## config.mk

```make
export PLATFORM = sky130hd
export DESIGN_NAME = rv32i_exec_sequencer
export DESIGN_NICKNAME = d
export VERILOG_FILES = /design/src/rtl/rv32i_exec_sequencer.sv
export SDC_FILE = /design/constraint.sdc
export NUM_CORES = 1
export LEC_CHECK = 0
export ABC_AREA = 1
export CELL_PAD_IN_SITES_DETAIL_PLACEMENT = 0
export CELL_PAD_IN_SITES_GLOBAL_PLACEMENT = 1
export CORE_MARGIN = 2
export CORE_UTILIZATION = 33
export CTS_CLUSTER_SIZE = 28
export DETAILED_ROUTE_END_ITERATION = 6
export GPL_TIMING_DRIVEN = 0
export PLACE_DENSITY_LB_ADDON = 0.1
export SKIP_CTS_REPAIR_TIMING = 1
export SLEW_MARGIN = 20
export SYNTH_ARGS = -nofsm -noshare
export SYNTH_HDL_FRONTEND = slang
export SYNTH_SLANG_ARGS = --single-unit
```

## constraint.sdc

```tcl
create_clock -name clk -period 3.85 [get_ports clk]
set_input_delay 0.385 -clock clk [delete_from_list [all_inputs] [get_ports clk]]
set_output_delay 0.385 -clock clk [all_outputs]
set_load 0.005 [all_outputs]
```

## src/rtl/rv32i_exec_sequencer.sv

```systemverilog
// Multi-cycle control FSM for the RV32I R-type datapath: fetch over a valid/ready
// handshake, legality check, register read, ALU start/done, write-back and PC advance.
module rv32i_exec_sequencer #(
  parameter logic [31:0] RESET_PC    = 32'h0000_0000,
  parameter int          ALU_TIMEOUT = 16
) (
  input  logic        clk,
  input  logic        rst,
  input  logic        run,
  output logic        imem_req,
  output logic [31:0] imem_addr,
  input  logic        imem_ready,
  input  logic [31:0] imem_rdata,
  output logic [31:0] instr,
  input  logic [6:0]  type_code,
  input  logic [9:0]  alu_op,
  output logic        rf_re,
  output logic        alu_start,
  input  logic        alu_done,
  output logic        rf_we,
  output logic        retire,
  output logic [31:0] pc,
  output logic [31:0] retire_cnt,
  output logic        trap,
  output logic [1:0]  trap_cause,
  output logic [2:0]  state
);

  // Fetch handshake: imem_req stays high from FETCH entry until the cycle
  // imem_ready is sampled high; that cycle transfers imem_rdata.
  typedef enum logic [2:0] {
    S_IDLE   = 3'b000,
    S_FETCH  = 3'b001,
    S_DECODE = 3'b010,
    S_EXEC   = 3'b011,
    S_WB     = 3'b100,
    S_TRAP   = 3'b101
  } state_t;

  localparam logic [7:0] TIMEOUT_LAST = 8'(ALU_TIMEOUT - 1);
  localparam logic [1:0] CAUSE_ILLEGAL = 2'b01;
  localparam logic [1:0] CAUSE_TIMEOUT = 2'b10;

  state_t     state_q, state_d;
  logic [7:0] timer_q;
  logic       legal;
  logic       exec_first;

  assign legal      = (type_code == 7'b0110011) && (alu_op != 10'd0);
  assign exec_first = (state_q == S_EXEC) && (timer_q == 8'd0);

  always_comb begin
    state_d = state_q;
    case (state_q)
      S_IDLE:   if (run) state_d = S_FETCH;
      S_FETCH:  if (imem_ready) state_d = S_DECODE;
      S_DECODE: state_d = legal ? S_EXEC : S_TRAP;
      S_EXEC: begin
        // alu_done in the start cycle belongs to no request of ours.
        if (!exec_first && alu_done) state_d = S_WB;
        else if (timer_q == TIMEOUT_LAST) state_d = S_TRAP;
      end
      S_WB:     state_d = run ? S_FETCH : S_IDLE;
      S_TRAP:   state_d = S_TRAP;
      default:  state_d = S_IDLE;
    endcase
  end

  always_ff @(posedge clk or posedge rst) begin
    if (rst) begin
      state_q    <= S_IDLE;
      timer_q    <= 8'd0;
      pc         <= RESET_PC;
      instr      <= 32'd0;
      retire_cnt <= 32'd0;
      trap       <= 1'b0;
      trap_cause <= 2'b00;
      imem_req   <= 1'b0;
      rf_we      <= 1'b0;
      retire     <= 1'b0;
    end else begin
      state_q  <= state_d;
      imem_req <= (state_d == S_FETCH);
      rf_we    <= (state_d == S_WB);
      retire   <= (state_d == S_WB);
      timer_q  <= (state_q == S_EXEC) ? timer_q + 8'd1 : 8'd0;
      if (state_q == S_FETCH && imem_ready) instr <= imem_rdata;
      if (state_q == S_WB) begin
        pc         <= pc + 32'd4;
        retire_cnt <= retire_cnt + 32'd1;
      end
      if (state_d == S_TRAP && state_q != S_TRAP) begin
        trap       <= 1'b1;
        trap_cause <= (state_q == S_DECODE) ? CAUSE_ILLEGAL : CAUSE_TIMEOUT;
      end
    end
  end

  assign state     = state_q;
  assign rf_re     = (state_q == S_DECODE);
  assign alu_start = exec_first;
  assign imem_addr = (state_q == S_FETCH) ? pc : 32'd0;

endmodule

```

==> results.txt, run 1 <==
* Result of the run: completed
- In this run the tool buffered the top-level ports with 188 buffer cells.
- The placed instances occupy a cell area of 7550 µm².
- CP Cell Sequence: nor3_2 -> inv_2 -> clkbuf_1 -> nor2_1 -> clkdlybuf4s50_1
- Highest net fanout along the worst path: 10
- Flops & latches, synth: 110
- In the global route stage, overall resource usage came out at 0.164.
* Most instantiated flip-flop cell in the synthesis netlist: dfrtp_1
* Die Area: 17300 µm²
- Placement Rows: 46
* Clock tree from TritonCTS: built
* Wirelength per Cell: 13.9 µm
* Critical path buffers and inverters: 3
- No sink is reached through more buffers than the 2 on the longest clock path.
- Maximum number of pins on one net before global-route repair: 64
- In this run the count of I/O pins placed on the die edge is 193.
- Startpoint Class: flip-flop
* Crit-path leading delay family: buffers and inverters
- Slowest-stage cell, CP: clkdlybuf4s50_1
* Yosys warning total: 0
* Growth of design area from synthesis to finish: 47.0%
* Share of synthesized flip-flops with an asynchronous set or reset: 1.00
* Number of optimization iterations in the first detailed-route pass: 4
* Shortest clock period the worst path allows after layout: 2.47 ns
- After routing the design area is 7870 µm².
* CTS buffer count: 9
* Cell taking the most area after synthesis: dfrtp_1
- The root buffer cell chosen for the clock tree is clkbuf_16.
* Utilization of the core after routing: 0.496
- Yosys mapped the design onto 34 distinct sky130hd cell types.
- In this run the power density over the cells is 287 nW/µm².
- The share of synthesized area in the top cell type comes to 0.514.
* Global-route wire length before repair: ~23000 µm
* Clock slew at reported path FFs: 0.08 ns
- Violation count after the first detailed-route iteration: about 100
- Antenna diode count: 0
- From bottom edge to top edge, the die measures 131 µm.
- In this run the static leakage power is 3.53 nW.
- Setup repair after global routing missed its margin: false
- A synthesized cell averages 9.46 µm².
* Number of global-route vias before repair: 4449
- Final routed wirelength across all metal layers: 13800 µm
- Count of unresolved DRC violations after routing: 0
- The net count of the finished layout is approximately 830.
- Of the synthesized area, sequential elements account for 0.514.
* Data arrival time of the critical path: 2.08 ns
* Number of nets with antenna violations after routing: 0
* Area of combinational cells with multiple inputs: around 2200 µm²
- In this run the horizontal extent of the chip is about 130 µm.
* Maximum ir drop on the vdd rail: 0.000294 V
* Core footprint: 15900 µm²
- Cell with the most instances after synthesis: dfrtp_1
- The initial utilization of the core area, before any placement, comes to 0.337.
- The HPWL after detailed placement is 10600 µm.
* Final Max Slew Viols: 0
- Dominant cells by area after synthesis: dfrtp_1 51%, xor2_1 7.7%, mux2_2 6.7%, nand2_1 6.1%, nor2_1 5.7%
* Number of antenna violations at the first check in global routing: 0
* Summed instance area of the synthesized netlist: around 5400 µm²
* Achievable frequency: 405 MHz
* Max-capacitance violation count: 0
- Critical Path RT: 3.46 ns
* Setup violations, final: 0
- Final clock period utilization by the worst path: 0.641
* Combined flip-flop and latch cell area: 2750 µm²
- The critical path is of the reg -> out type.
- In this run, synthesis inferred 0 flip-flops with an integrated enable.
- Top cell types by occurrence after synthesis: 110 x dfrtp_1, 87 x nand2_1, 82 x nor2_1, 74 x inv_1, 47 x xor2_1
- Summing over every cut layer, the via total after detailed routing is 4405.
- Number of failing hold endpoints at the final stage: 0
* Type of the worst min-delay path: in -> async
- The H-tree was split into 3 levels.
- In this design, the stage delay of the slowest critical-path cell is roughly 0.54 ns.
- After routing, the total negative slack on setup checks comes to 0 ns.
* Final Worst Setup Slack: 1.38 ns
- Setup skew after layout: about 0.0099 ns
- After detailed routing, the number of vias per cell comes to roughly 4.4.
- Fraction of final layout cells with drive strength greater than 1: 0.118
* Fill cell total of the finished layout: 1518
* Gate count after technology mapping: 566
- Placer Congestion: 0.819
- Power comes to 2.26 mW.
- Crit. End Element: primary output
- The clock drives 110 sinks.
- Worst Setup Slack post-DPL: 1.74 ns
* Aggregate global routing overflow: 0
- Later-pin clock latency in the skew report: 0.35 ns
## registers in the layout, summed over array words and instances (netlist names)
| signal | count |
|---|---|
| timer_q | 8 |
| retire | 1 |
| trap_cause | 2 |
| trap | 1 |
| instr | 32 |
| state | 3 |
| pc | 30 |
| imem_req | 1 |
| retire_cnt | 32 |
## per-layer routing
layer	routed length (µm)	GRT usage	part of all wire
met4	231	0.0550	0.017
met2	6530	0.266	0.47
met3	753	0.0405	0.055
met5	0	0	0
met1	6280	0.216	0.46
## path summary, 6_finish.rpt
check / startpoint / endpoint / slack [ns] / cells after the start
worst max register to register: state[1] / pc[25] / 2.01 / 8
worst min-delay path: rst / instr[31] / 0.44 / 2
worst min register to register: retire_cnt[31] / retire_cnt[31] / 0.47 / 1
worst max-delay path: state[2] / imem_addr[28] / 1.38 / 5
min in group clk: retire_cnt[31] / retire_cnt[31] / 0.47 / 1
max in group asynchronous: rst / instr[22] / 2.72 / 3
## per-stage QoR
step / std cells / hold WS [ns]
finish: 990 / 0.437
global route: 990 / 0.484
CTS: 990 / 0.461
detailed placement: 974 / 0.459
global placement: 973 / 0.452
floorplan: 569 / 0.454
## where the power goes
part / internal (mW) / total [mW] / switching [mW] / leakage, nW
Sequential: 1.15 / 1.15 / 0 / 1.52
Combinational: 0.0541 / 0.0876 / 0.0335 / 1.85
Clock: 0.575 / 1.02 / 0.444 / 0.160
Total: 1.78 / 2.26 / 0.477 / 3.53
## kinds of logic after synthesis
kind of cell | after synthesis | share of synthesized area
compound gates | 11 | 0.0105
other cells | 1 | 0.000700
buf+inv | 91 | 0.0696
fa+ha+maj | 4 | 0.00935
xor+xnor | 59 | 0.0965
mux | 32 | 0.0673
flops | 110 | 0.514
simple gates | 258 | 0.232
## cell usage in the layout, fill, tap and decap left out, types with 5 or more instances in the layout
cell type and instances:
a21oi_1 5, buf_4 5, clkbuf_16 9, clkdlybuf4s50_1 188
dfrtp_1 110, inv_1 73, mux2_2 32, nand2_1 87
nand3_1 21, nand4_1 13, nor2_1 82, nor2_4 5
nor3_1 20, nor3_2 5, nor4_1 5, o21ai_0 5
xnor2_1 12, xor2_1 47
## layout make-up
class | instances | area share
Clock buffer | 9 | 0.0286
Tap cell | 216 | 0.0343
Multi-Input combinational cell | 368 | 0.285
Inverter | 79 | 0.0385
Buffer | 12 | 0.00954
Clock inverter | 7 | 0.0122
Sequential cell | 110 | 0.350
Timing Repair Buffer | 189 | 0.243
(Power assumes the default switching activity.)
==> run 2, diff against run 1 <==
clock period = 2.5 ns   (was 3.85 ns; I/O delays follow)
==> run 2 against run 1 <==
Effect of this change: worst setup slack worse by 1.2 ns; non-clock buffer count up 2; utilization barely moved; clock skew up 0.00064 ns; flip-flop and latch count stayed put; total power increased by 47%; sequential power is 55% higher; via count shrank 0.16%; register-to-register slack lost 1.4 ns; routed wire length decreased by 0.43%.
==> results.txt, run 2 (synthesis results as in run 1) <==
- Result of the run: completed
* Type of the worst min-delay path: in -> async
- Once placement finished, the instance area stood at 7580 µm².
* Setup repair after global routing missed its margin: false
- CTS root buf: clkbuf_16
- Aggregate negative setup slack: 0 ns
- Count of unresolved DRC violations after routing: 0
- Global-route wire length before repair: 23100 µm
* Vias: roughly 4.4k
- Data on the critical path is required at its endpoint by 2.25 ns.
* Num ports: ~190
- Slowest-stage cell, CP: clkdlybuf4s50_1
* Aggregate global routing overflow: 0
- For met1 alone, demand over resource in global routing was 0.214.
* Data arrival time of the critical path: between 2 and 2.5 ns
- Number of levels the H-tree was split into: 3
* DPL Wire Length: 10800 µm
- CP Cell Sequence: inv_1 -> nor3_2 -> inv_2 -> clkbuf_2 -> nor2_1 -> clkdlybuf4s50_1
- IO buf count: 188
- Core footprint: between 15000 and 20000 µm²
- Worst Max-Slew Pin Slew: 0.519 ns
- Between clock sinks in the finished design, the worst skew comes to around 0.010 ns.
- After clock tree synthesis, the clock-pin slew on the worst setup and hold paths is 0.07 ns.
- In this run the most used layer during global routing was met2.
- Maximum number of pins on one net before global-route repair: 35
- For met3 alone, demand over resource in global routing was 0.0413.
* Number of optimization iterations in the first detailed-route pass: 5
- Most common cell after layout, fill and taps aside: clkdlybuf4s50_1
- Fill cell total of the finished layout: about 1.5k
- In the final routed layout, each cell accounts on average for about 14 µm.
* Violation count after the first detailed-route iteration: 147
- Setup slack on the critical path of the routed design comes to 0.175 ns.
- Max-capacitance violation count: 0
* Number of nets with antenna violations after routing: 0
- In the finished design, the share of the clock period the worst path needs comes to 0.930.
- Growth of design area from synthesis to finish: 47.1%
* Number of failing hold endpoints at the final stage: 0
- Counting along the longest clock path gives a buffer depth of 2.
- In the layout the commonest cells are 188 x clkdlybuf4s50_1, 110 x dfrtp_1, 87 x nand2_1.
* Number of global-route vias before repair: 4476
- Setup violations remaining at the end of the flow were counted as 0.
- Critical path buffers and inverters: 4
* Static Leakage: between 3 and 4 nW
- For this configuration, the core starts out at a cell density of 0.337.
* Crit-path leading delay family: buffers and inverters
- Num Clock Sinks: 110
* Number of antenna violations at the first check in global routing: 0
- Before CTS, the worst setup slack after placement is 0.484 ns.
* Fraction of final layout cells with drive strength greater than 1: 0.121
* Die width: 131 µm
* Utilization of the core after routing: 0.496
- The final-report max-slew violation count is 0.
* Net count reported at finish: 829
- Maximum ir drop on the vdd rail: 0.000268 V
- The floorplan step defined a die boundary enclosing 17300 µm².
- The worst setup path is captured at a primary output.
- Design area: 7880 µm²
- At the end of routability-driven placement, the weighted congestion stood at 0.768.
- Highest net fanout along the worst path: 10
- For this run, global-route usage on met2 was measured as 0.274.
* Combined flip-flop and latch cell area: 2750 µm²
- TritonCTS created 9 clock buffers.
* Post-layout instance count excluding filler cells: 992
- Power density of the placed cells: 423 nW/µm²
* GRT Total Usage: 0.164
- At the later pin of the worst-skew pair, clock insertion delay measures 0.35 ns.
- Final routed wirelength across all metal layers: 13700 µm
* Average vias per placed instance: around 4.4
* Die Ht: around 130 µm
- The worst setup path is of the reg -> out kind.
- The floorplan has 46 rows.
- Delay contributed by the slowest stage of the critical path: 0.53 ns
* Clock tree from TritonCTS: built
* Shortest clock period the worst path allows after layout: approximately 2.3 ns
- The worst pin sits at a relative slew slack of 0.653.
- Number of cells in the design after placement: 976
* Achievable frequency: 430 MHz
* Startpoint Class: flip-flop
- The largest registers in the layout are instr (32), retire_cnt (32), pc (30).
* Antenna diode count: 0
- Summing all multi-input logic gate instances after layout gives roughly 2200 µm².
==> run 2: through the flow <==
step,hold WS [ns],power (mW)
final,0.291,3.33
after global routing,0.328,3.47
after CTS,0.288,3.40
after detailed placement,0.471,1.96
after global placement,0.458,1.94
after floorplan,0.401,1.85
==> run 2: routing by layer <==
metal	wire length, µm	up-vias
met5	0	-
met1	6170	2088
met3	899	9
li1	-	2180
met2	6550	121
met4	113	0
==> run 2: final timing paths <==
kind	end	from	depth (start not counted)	slack, ns
min in group clk	retire_cnt[31]	retire_cnt[31]	1	0.47
hold reg to reg	retire_cnt[31]	retire_cnt[31]	1	0.47
max in group asynchronous	instr[8]	rst	4	1.46
setup / recovery	imem_addr[30]	state[0]	6	0.17
hold / removal	instr[24]	rst	2	0.29
setup reg to reg	retire_cnt[28]	retire_cnt[0]	9	0.62
==> run 2: area by class of cell <==
| type | count | share of cell area |
|---|---|---|
| sequential | 110 | 0.349 |
| timing repair buffer | 191 | 0.247 |
| multi-input combinational | 368 | 0.284 |
| clock inverter | 5 | 0.00524 |
| buffer | 12 | 0.00969 |
| clock buffer | 11 | 0.0321 |
| inverter | 79 | 0.0383 |
| tap | 216 | 0.0343 |
==> run 2: report_power, final <==
group | total, mW | switching, mW | internal (mW)
registers | 1.78 | 0 | 1.78
logic | 0.140 | 0.0522 | 0.0882
clock network | 1.41 | 0.674 | 0.741
==> run 2: worst reg2reg max path, stage by stage (launching register included) <==
cell and delay [ns]:
dfrtp_1 0.41, ha_1 0.19, nand3_1 0.09, nor2_1 0.20, nand2_1 0.13, nor2_2 0.20
nand3_1 0.17, nor2_1 0.11, nand3_1 0.11, xor2_1 0.16
